$ cat src/rtl/aq32_bus_pkg.sv
`default_nettype none
// ============================================================================
// Module   : aq32_bus_pkg
// Brief    : Shared types and helpers for the SRAM-side bus fabric.
// Revision : 1.0
// ============================================================================
package aq32_bus_pkg;

    localparam int SRAM_ADDR_W = 17;

    typedef enum logic [1:0] {
        IDLE = 2'd0,
        GNT0 = 2'd1,
        GNT1 = 2'd2
    } arb_state_t;

    // Round-robin pick: a tie goes to the master that was not served last.
    function automatic logic rr_pick(input logic [1:0] req, input logic last);
        if (req == 2'b11) begin
            return ~last;
        end
        return ~req[0];
    endfunction

endpackage
`default_nettype wire

$ cat src/rtl/sram_arbiter.sv
`default_nettype none
// ============================================================================
// Module   : sram_arbiter
// Brief    : Two-master round-robin arbiter with optional grant lock,
//            sharing the sram_ctrl command port.
// Revision : 1.0
// ============================================================================
module sram_arbiter
    import aq32_bus_pkg::*;
#(
    parameter int ADDR_W = SRAM_ADDR_W
) (
    input  logic              clk,
    input  logic              reset,

    input  logic [ADDR_W-1:0] m0_addr,
    input  logic [31:0]       m0_wrdata,
    input  logic [3:0]        m0_bytesel,
    input  logic              m0_wren,
    input  logic              m0_strobe,
    input  logic              m0_lock,
    output logic              m0_wait,
    output logic [31:0]       m0_rddata,

    input  logic [ADDR_W-1:0] m1_addr,
    input  logic [31:0]       m1_wrdata,
    input  logic [3:0]        m1_bytesel,
    input  logic              m1_wren,
    input  logic              m1_strobe,
    input  logic              m1_lock,
    output logic              m1_wait,
    output logic [31:0]       m1_rddata,

    output logic [ADDR_W-1:0] slv_addr,
    output logic [31:0]       slv_wrdata,
    output logic [3:0]        slv_bytesel,
    output logic              slv_wren,
    output logic              slv_strobe,
    input  logic              slv_wait,
    input  logic [31:0]       slv_rddata,

    output logic              protocol_err
);

    arb_state_t r_state;
    logic       r_last;

    logic [1:0] w_req;
    logic       w_pick;
    logic       w_granted;
    logic       w_own_idx;
    logic       w_own_strobe;
    logic       w_own_lock;
    logic       w_other_strobe;

    assign w_req          = {m1_strobe, m0_strobe};
    assign w_pick         = rr_pick(w_req, r_last);
    assign w_granted      = (r_state == GNT0) || (r_state == GNT1);
    assign w_own_idx      = (r_state == GNT1);
    assign w_own_strobe   = w_own_idx ? m1_strobe : m0_strobe;
    assign w_own_lock     = w_own_idx ? m1_lock   : m0_lock;
    assign w_other_strobe = w_own_idx ? m0_strobe : m1_strobe;

    always_ff @(posedge clk) begin
        if (reset) begin
            r_state <= IDLE;
            r_last  <= 1'b1;
        end else begin
            case (r_state)
                IDLE: begin
                    if (|w_req) begin
                        r_state <= w_pick ? GNT1 : GNT0;
                        r_last  <= w_pick;
                    end
                end
                GNT0, GNT1: begin
                    if (!w_own_strobe) begin
                        r_state <= IDLE;
                    end else if (!slv_wait && !w_own_lock) begin
                        // Completion without lock: hand over directly if the other master waits.
                        if (w_other_strobe) begin
                            r_state <= w_own_idx ? GNT0 : GNT1;
                            r_last  <= ~w_own_idx;
                        end else begin
                            r_state <= IDLE;
                        end
                    end
                end
                default: r_state <= IDLE;
            endcase
        end
    end

    always_comb begin
        slv_addr    = '0;
        slv_wrdata  = '0;
        slv_bytesel = '0;
        slv_wren    = 1'b0;
        slv_strobe  = 1'b0;
        case (r_state)
            GNT0: begin
                slv_addr    = m0_addr;
                slv_wrdata  = m0_wrdata;
                slv_bytesel = m0_bytesel;
                slv_wren    = m0_wren;
                slv_strobe  = m0_strobe;
            end
            GNT1: begin
                slv_addr    = m1_addr;
                slv_wrdata  = m1_wrdata;
                slv_bytesel = m1_bytesel;
                slv_wren    = m1_wren;
                slv_strobe  = m1_strobe;
            end
            default: ;
        endcase
    end

    assign m0_wait      = m0_strobe && !((r_state == GNT0) && !slv_wait);
    assign m1_wait      = m1_strobe && !((r_state == GNT1) && !slv_wait);
    assign m0_rddata    = slv_rddata;
    assign m1_rddata    = slv_rddata;
    assign protocol_err = w_granted && !w_own_strobe;

endmodule
`default_nettype wire

$ cat config.mk
export PLATFORM = sky130hd
export DESIGN_NAME = sram_arbiter
export DESIGN_NICKNAME = d
export VERILOG_FILES = /design/src/rtl/aq32_bus_pkg.sv /design/src/rtl/sram_arbiter.sv
export SDC_FILE = /design/constraint.sdc
export NUM_CORES = 1
export LEC_CHECK = 0
export ABC_AREA = 1
export CORE_AREA = 4 4 102 104
export CTS_BUF_LIST = sky130_fd_sc_hd__clkbuf_4 sky130_fd_sc_hd__clkbuf_8
export CTS_CLUSTER_SIZE = 12
export DETAILED_ROUTE_END_ITERATION = 10
export DIE_AREA = 0 0 106 108
export GPL_ROUTABILITY_DRIVEN = 0
export PLACE_DENSITY = 0.69
export SYNTH_ARGS = -nofsm -noshare
export SYNTH_HDL_FRONTEND = slang
export SYNTH_SLANG_ARGS = --single-unit
$ cat constraint.sdc
create_clock -name clk -period 1.6 [get_ports clk]
set_clock_uncertainty 0.05 [all_clocks]
set_input_delay 0.32 -clock clk [delete_from_list [all_inputs] [get_ports clk]]
set_output_delay 0.32 -clock clk [all_outputs]
set_load 0.01 [all_outputs]
# Word-level counts from Yosys, hierarchy flattened
# Index checks and enable logic that the tools add are counted.
# Widths: inputs -> output; s select.
[op_classes]
magnitude_cmp = 0
n_reduce_logical = 18
mux = 23
n_addsub = 0
bitwise_logic = 3
shifts = 0
eq_ne = 8
multipliers = 0
div = 0
[ops]
columns = ["operator", "n"]
rows = [
  ["$pmux 32 s2", 1],
  ["$pmux 17 s2", 1],
  ["$mux 2", 6],
  ["$mux 1", 10],
  ["$ne 2x2->1 const B", 4],
  ["$pmux 4 s2", 1],
  ["$logic_and 1x1->1", 6],
  ["$pmux 1 s2", 3],
  ["$logic_not 1->1", 5],
  ["$reduce_and 5->1", 1],
  ["$eq 2x2->1 const B", 2],
  ["$pmux 2 s2", 1],
  ["$reduce_or 2->1", 2],
  ["$ne 3x3->1 const B", 1],
  ["$not 1->1", 3],
  ["$eq 2x1->1 const B", 1],
  ["$logic_not 2->1", 1],
  ["$reduce_and 2->1", 1],
  ["$reduce_bool 2->1", 1],
  ["$logic_or 1x1->1", 1],
]
[totals]
out_inout_bits = 122
wordCells = 54
in_bits = 147
n_memories = 0
latchBits = 0
mem_bits_rw = 0
ff_bits = 3
rom_bits = 0

# Longest topological paths before layout
# Gate-level depths: netlist of the first run.
[logic_depth]
depth_word = 7
mapped_depth = 11
ltp_nobuf = 11

# Worst setup path before layout of the first run
# No wires, ideal clock.
[synth_timing]
kind = "register -> output"
startpoint = "reg r_state[1]"
endpoint = "out slv_wrdata[10]"
required_time_ns = 1.230
arrival_ns = 1.395
path_buffers = 2
stages_incl_launch_ff = 7
setup_slack_ns = -0.165
cell_sequence = "dfxtp_1 > inv_1 > ha_1 > inv_2 > buf_4 > buf_2 > a21oi_1"
[synth_between]
elab_chain_cells = 2
elab_cells_between_ends = 3
classes_between = "eq/ne: 2; mux: 1"
[synth_rtl]
columns = ["item", "line", "source"]
rows = [
  ["start: declaration", "sram_arbiter.sv:45", "arb_state_t r_state;"],
  ["start signal: assignment", "sram_arbiter.sv:72", "r_state <= w_pick ? GNT1 : GNT0;"],
  ["start signal: assignment", "sram_arbiter.sv:82", "r_state <= w_own_idx ? GNT0 : GNT1;"],
  ["$eq 2x2->1 or $eq 2x1->1 (tied branches)", "sram_arbiter.sv:100", "case (r_state)"],
  ["$pmux 32 s2 (*)", "sram_arbiter.sv:100", ""],
  ["end: declaration", "sram_arbiter.sv:35", "output logic [31:0] slv_wrdata,"],
]
# Every way passes the cells marked *; elsewhere a longest branch is shown, timed or not.

# Final worst setup path of the first run
[layout_timing]
startpoint = "reg r_state[1]"
endpoint = "out slv_wrdata[21]"
# The elaborated chain is that of the path after synthesis.

==> results of run 1 <==
-- per-layer routing --
layer  global-route usage (%)  part of all wire (%)
met1                     15.1                    37
met5                        0                     0
met4                     3.89                   2.9
met3                     5.25                   9.0
met2                     27.7                    51
-- worst max-delay path, delay by kind of cell (launching register included) --
kind | cells | cell delay (ns)
buffers and inverters | 4 | 0.51
DFF | 1 | 0.36
adders and majority gates | 1 | 0.17
AOI/OAI and AO/OA | 1 | 0.13
and+or+nand+nor | 1 | 0.04
-- power by group through the flow --
stage          Clock [mW]  Combinational, mW  Sequential, mW
3_3_place_gp            0               4.06           0.142
5_1_grt             0.256               6.85           0.184
3_5_place_dp            0               4.10           0.145
4_1_cts             0.245               4.90           0.176
6_report            0.241               6.37           0.179
2_1_floorplan           0               2.49           0.140
-- final cells by class --
type	count	area, µm²
Clock buffer	4	48.8
Tap cell	133	166
Inverter	11	56.3
Timing Repair Buffer	214	2140
Multi-Input combinational cell	215	1540
Fill cell	998	5520
Sequential cell	3	67.6
-- synthesized netlist by cell type --
cell,number,area (µm²)
dfxtp_1,3,60.1
nand3_2,1,10.0
a21oi_1,59,295
nand2_2,2,12.5
clkbuf_1,5,18.8
or2_1,1,6.26
buf_6,4,45.0
nor2_1,4,15.0
inv_2,3,11.3
ha_1,5,62.6
nor2_2,1,6.26
buf_4,65,488
buf_2,8,40.0
nand4_1,2,12.5
nand3_1,7,35.0
nand2_1,133,499
inv_1,8,30.0
-- what timing repair did --
| action | 4_1_cts | 5_1_grt |
|---|---|---|
| buffers inserted | 5 | 4 |
| hold buffers | 0 | 0 |
| resized for setup | 280 | 117 |
| pin swaps | 8 | 53 |
| setup endpoints to repair | 60 | 61 |
| cloned | 6 | 10 |
-- path summary, 6_finish.rpt --
kind                          to  cells past startpoint
setup / recovery  slv_wrdata[21]                      7
hold / removal            r_last                      2
setup reg to reg          r_last                     11
hold reg to reg           r_last                      2
-- flip-flops by register name, summed over array words and instances, names as in the netlist --
register  cells
r_last        1
r_state       2
-- logic make-up (layout without fill, tap and decap cells) --
group | count (synthesis) | after routing | share of synthesized area, %
buffers and inverters | 93 | 229 | 38.4
DFF | 3 | 3 | 3.64
AOI/OAI and AO/OA | 59 | 59 | 17.9
and+or+nand+nor | 151 | 151 | 36.2
adders and majority gates | 5 | 5 | 3.80
==> run_results.csv, run 1 <==
group,metric,value,unit
synth,syn_area,0.00165,mm²
clock_tree,clk_pin_slew,0.03,ns
synth,yosysWarnings,0,
setup_path,cp_cell_sequence,"inv_4 > ha_4 > buf_8 > buf_16 > nand2_4 > a21oi_2 > buf_2",
die,die_area,0.0114,mm²
layout,fin_nets,600,
status,violations,"setup timing",
die,core-area,0.00955,mm²
detailed_routing,routed_wl,9930,µm
setup_path,r2r_start,"r_state[0]",
clock_tree,cts.sinks,3,
global_routing,grt_pass1_wl,13300,µm
synth,synthCells,311,
power,power_frac_seq,2.6,%
timing,rsz0062_at_grt,"true",
layout,layout.cells.non_filler,580,
layout,syn2layout_area_growth,144,%
placement,portBuffers,172,
power,intPower,3.40,mW
synth,synth_nets,463,
timing,fin_tns_setup,-10.07,ns
clock_tree,h-tree-depth,1,
hold_path,min-delay-start,"r_last",
layout,final_common_cell,"clkdlybuf4s50_1",
clock_tree,cts_tree,"built",
timing,worst_pin_slew,0.224,ns
timing,max_freq,554,MHz
setup_path,end_kind,"output pin",
die,boundaryPins,269,
detailed_routing,vias_per_cell,4.27,
clock_tree,cts_inserted_buffers,3,
layout,antenna_cells,0,
die,die_w,106,µm
die,fp.dieH,108,µm
setup_path,reg2reg_slack,-0.07,ns
power,clkPwrFrac,3.6,%
power,power,6.79,mW
setup_path,crit_arrival,1.44,ns
synth,ys_seq_area_share,3.64,%
timing,fin_ws,-0.206,ns
global_routing,grt_pass1_vias,2495,
clock_tree,cts_root_buf,"clkbuf_8",
placement,place_ws,-0.514,ns
power,pwr-share-comb,93.8,%
clock_tree,clk_path_buf_depth,2,
power,p_switching,3.39,mW
placement,dp.cells,554,
timing,drv_slew,0,
layout,final_cell_mix,"clkdlybuf4s50_1 (113), nand2_1 (80), buf_2 (52)",
layout,finish.utilization,42.2,%
detailed_routing,drt_first_pass_iters,4,
setup_path,critPathMaxStageDelay,0.36,ns
setup_path,critPathKind,"reg2out",
run,drv_cap,0,
synth,postSynthAreaPerCell,5.30,µm²
timing,fin_crit,1.81,ns
detailed_routing,drc_errors,0,
synth,yosys.cell_types.count,17,
power,power_leakage,1.72,nW
setup_path,critical-path-slowest-cell,"dfxtp_4",
global_routing,antenna_found_initial,0,
status,status,"complete, but fails checks",
setup_path,crit_start,"r_state[1]",
timing,hold_ws,0.409,ns
placement,dp_hpwl,6470,µm
timing,hold_viol,0,
layout,final_layout_size_suffix_gt1_share,52.1,%
timing,period_share,113,%
global_routing,grt_overflow_total,0,
detailed_routing,drt_iter0_markers,92,
placement,dpl_cell_area,0.00325,mm²
die,row_count,36,
clock_tree,clock_latency,0.22,ns
setup_path,cp-start-kind,"flop",
power,p_per_area,1690,mW/mm²
hold_path,hold_path_class,"reg2reg",
global_routing,grt_max_degree,20,
setup_path,required,1.23,ns
synth,ys_ff_latch,3,
detailed_routing,wl_per_cell,17.1,µm
die,start_util,17.3,%
global_routing,grtUsageTotal,14.6,%
timing,slew_headroom,85.0,%
timing,finalSetupViolCount,58,
detailed_routing,via_count,2475,
setup_path,path_max_fanout,5,
power,vdd_drop_max,881,µV
power,switching_share,50.0,%
detailed_routing,ant_nets,0,
layout,fin_area,0.00403,mm²
(Power assumes the default switching activity.)
==> run 2: changes to the inputs <==
Settings changed: GPL_TIMING_DRIVEN from default to 0.
==> run_results.csv, run 2 (synthesis gave the netlist of run 1 again) <==
group,metric,value,unit
die,boundaryPins,269,
timing,max_freq,520,MHz
layout,seq_area,67.6,µm²
layout,final_common_cell,"clkdlybuf4s50_1",
global_routing,grt_overflow_total,0,
layout,antenna_cells,0,
layout,multiInputGateArea,0.00143,mm²
detailed_routing,ant_nets,0,
setup_path,cp-start-kind,"flop",
layout,fin_nets,734,
run,drv_cap,0,
placement,place_ws,-0.790,ns
timing,period_share,120,%
detailed_routing,routed_wl,11100,µm
clock_tree,clock_latency,0.22,ns
clock_tree,cts.sinks,3,
setup_path,end_kind,"output pin",
setup_path,reg2reg_slack,-0.03,ns
detailed_routing,drt_iter0_markers,79,
placement,dp.cells,680,
timing,rsz0062_at_grt,"true",
clock_tree,clk_path_buf_depth,2,
die,start_util,17.3,%
timing,fin_crit,1.92,ns
placement,dp_hpwl,8300,µm
detailed_routing,wl_per_cell,15.6,µm
clock_tree,cts-hold-fix-buffers,0,
clock_tree,cts_tree,"built",
global_routing,antenna_found_initial,0,
timing,hold_viol,0,
clock_tree,cts_root_buf,"clkbuf_8",
layout,final_layout_size_suffix_gt1_share,47.8,%
layout,fin_area,0.00516,mm²
setup_path,critPathKind,"reg2out",
global_routing,grtUsageTotal,17.4,%
die,core-area,0.00955,mm²
power,vdd_drop_max,1020,µV
global_routing,grt_max_degree,11,
placement,dpl_cell_area,0.00429,mm²
clock_tree,clk_pin_slew,0.03,ns
placement,portBuffers,236,
layout,largest-register,"r_state",
timing,drv_slew,0,
status,status,"complete, but fails checks",
status,violations,"setup timing",
global_routing,grt_pass1_wl,16100,µm
hold_path,hold_path_class,"reg2reg",
setup_path,path_max_fanout,6,
detailed_routing,via_count,2981,
timing,finalSetupViolCount,60,
detailed_routing,vias_per_cell,4.18,
layout,syn2layout_area_growth,213,%
detailed_routing,drt_first_pass_iters,4,
clock_tree,h-tree-depth,1,
die,row_count,36,
detailed_routing,drc_errors,0,
die,fp.dieH,108,µm
power,p_per_area,1510,mW/mm²
setup_path,crit_arrival,1.55,ns
layout,largest_reg_flops,2,
timing,fin_ws,-0.325,ns
layout,top_regs,"r_state x2, r_last x1",
setup_path,required,1.23,ns
timing,worst_pin_slew,0.351,ns
timing,slew_headroom,76.6,%
power,power,7.78,mW
power,power_leakage,2.19,nW
global_routing,grt_pass1_vias,3139,
die,die_area,0.0114,mm²
clock_tree,cts_inserted_buffers,3,
layout,nFillCells,927,
layout,final_cell_mix,"clkdlybuf4s50_1 (176), nand2_1 (109), buf_4 (75)",
layout,layout.cells.non_filler,714,
die,die_w,106,µm
==> run 2: path summary, 6_finish.rpt <==
| path | to | cells past startpoint | start |
|---|---|---|---|
| max | slv_wrdata[3] | 7 | r_state[1] |
| max reg2reg | r_last | 12 | r_state[1] |
| min reg2reg | r_last | 2 | r_last |
| min | r_last | 2 | r_last |
==> run 2: layout make-up <==
| class | count | share of cell area [%] |
|---|---|---|
| Buffer | 81 | 15.3 |
| Clock buffer | 4 | 0.946 |
| Inverter | 11 | 1.19 |
| Multi-Input combinational cell | 215 | 27.7 |
| Sequential cell | 3 | 1.31 |
| Tap cell | 133 | 3.23 |
| Timing Repair Buffer | 267 | 50.4 |
==> run 2: layer usage <==
metal | part of all wire, % | global-route usage, % | wire [µm] | up-vias
li1 | - | - | - | 1466
met1 | 34 | 17.3 | 3790 | 1347
met2 | 56 | 35.7 | 6260 | 155
met3 | 8.7 | 5.19 | 969 | 13
met4 | 1.0 | 3.33 | 114 | 0
met5 | 0 | 0 | 0 | -
==> run 2: what timing repair did <==
item                                    4_1_cts  5_1_grt
gates resized for setup                     364       64
pin swaps                                    13       20
setup buffers                                17        6
cloned                                        9        3
endpoints found under the setup margin       58       61
==> run 2: power by group <==
group	internal, mW	switching [mW]
clock network	0.188	0.0583
logic	3.88	3.49
registers	0.126	0.0441
==> run 2: worst max-delay path, stage by stage (launching register included) <==
cell and delay [ns]:
dfxtp_4 0.36, inv_4 0.05, ha_4 0.30, inv_8 0.05, buf_12 0.15, clkbuf_16 0.16, a21oi_2 0.10, buf_2 0.15
==> run 2: through the flow <==
step	setup TNS [ns]	hold WS (ns)	utilization (%)
5_1_grt	-18.51	0.458	54.0
6_report	-15.63	0.432	54.0
3_5_place_dp	-38.94	0.412	44.9
4_1_cts	-14.99	0.429	51.0
3_3_place_gp	-37.78	0.394	44.9
2_1_floorplan	-0.580	0.379	-
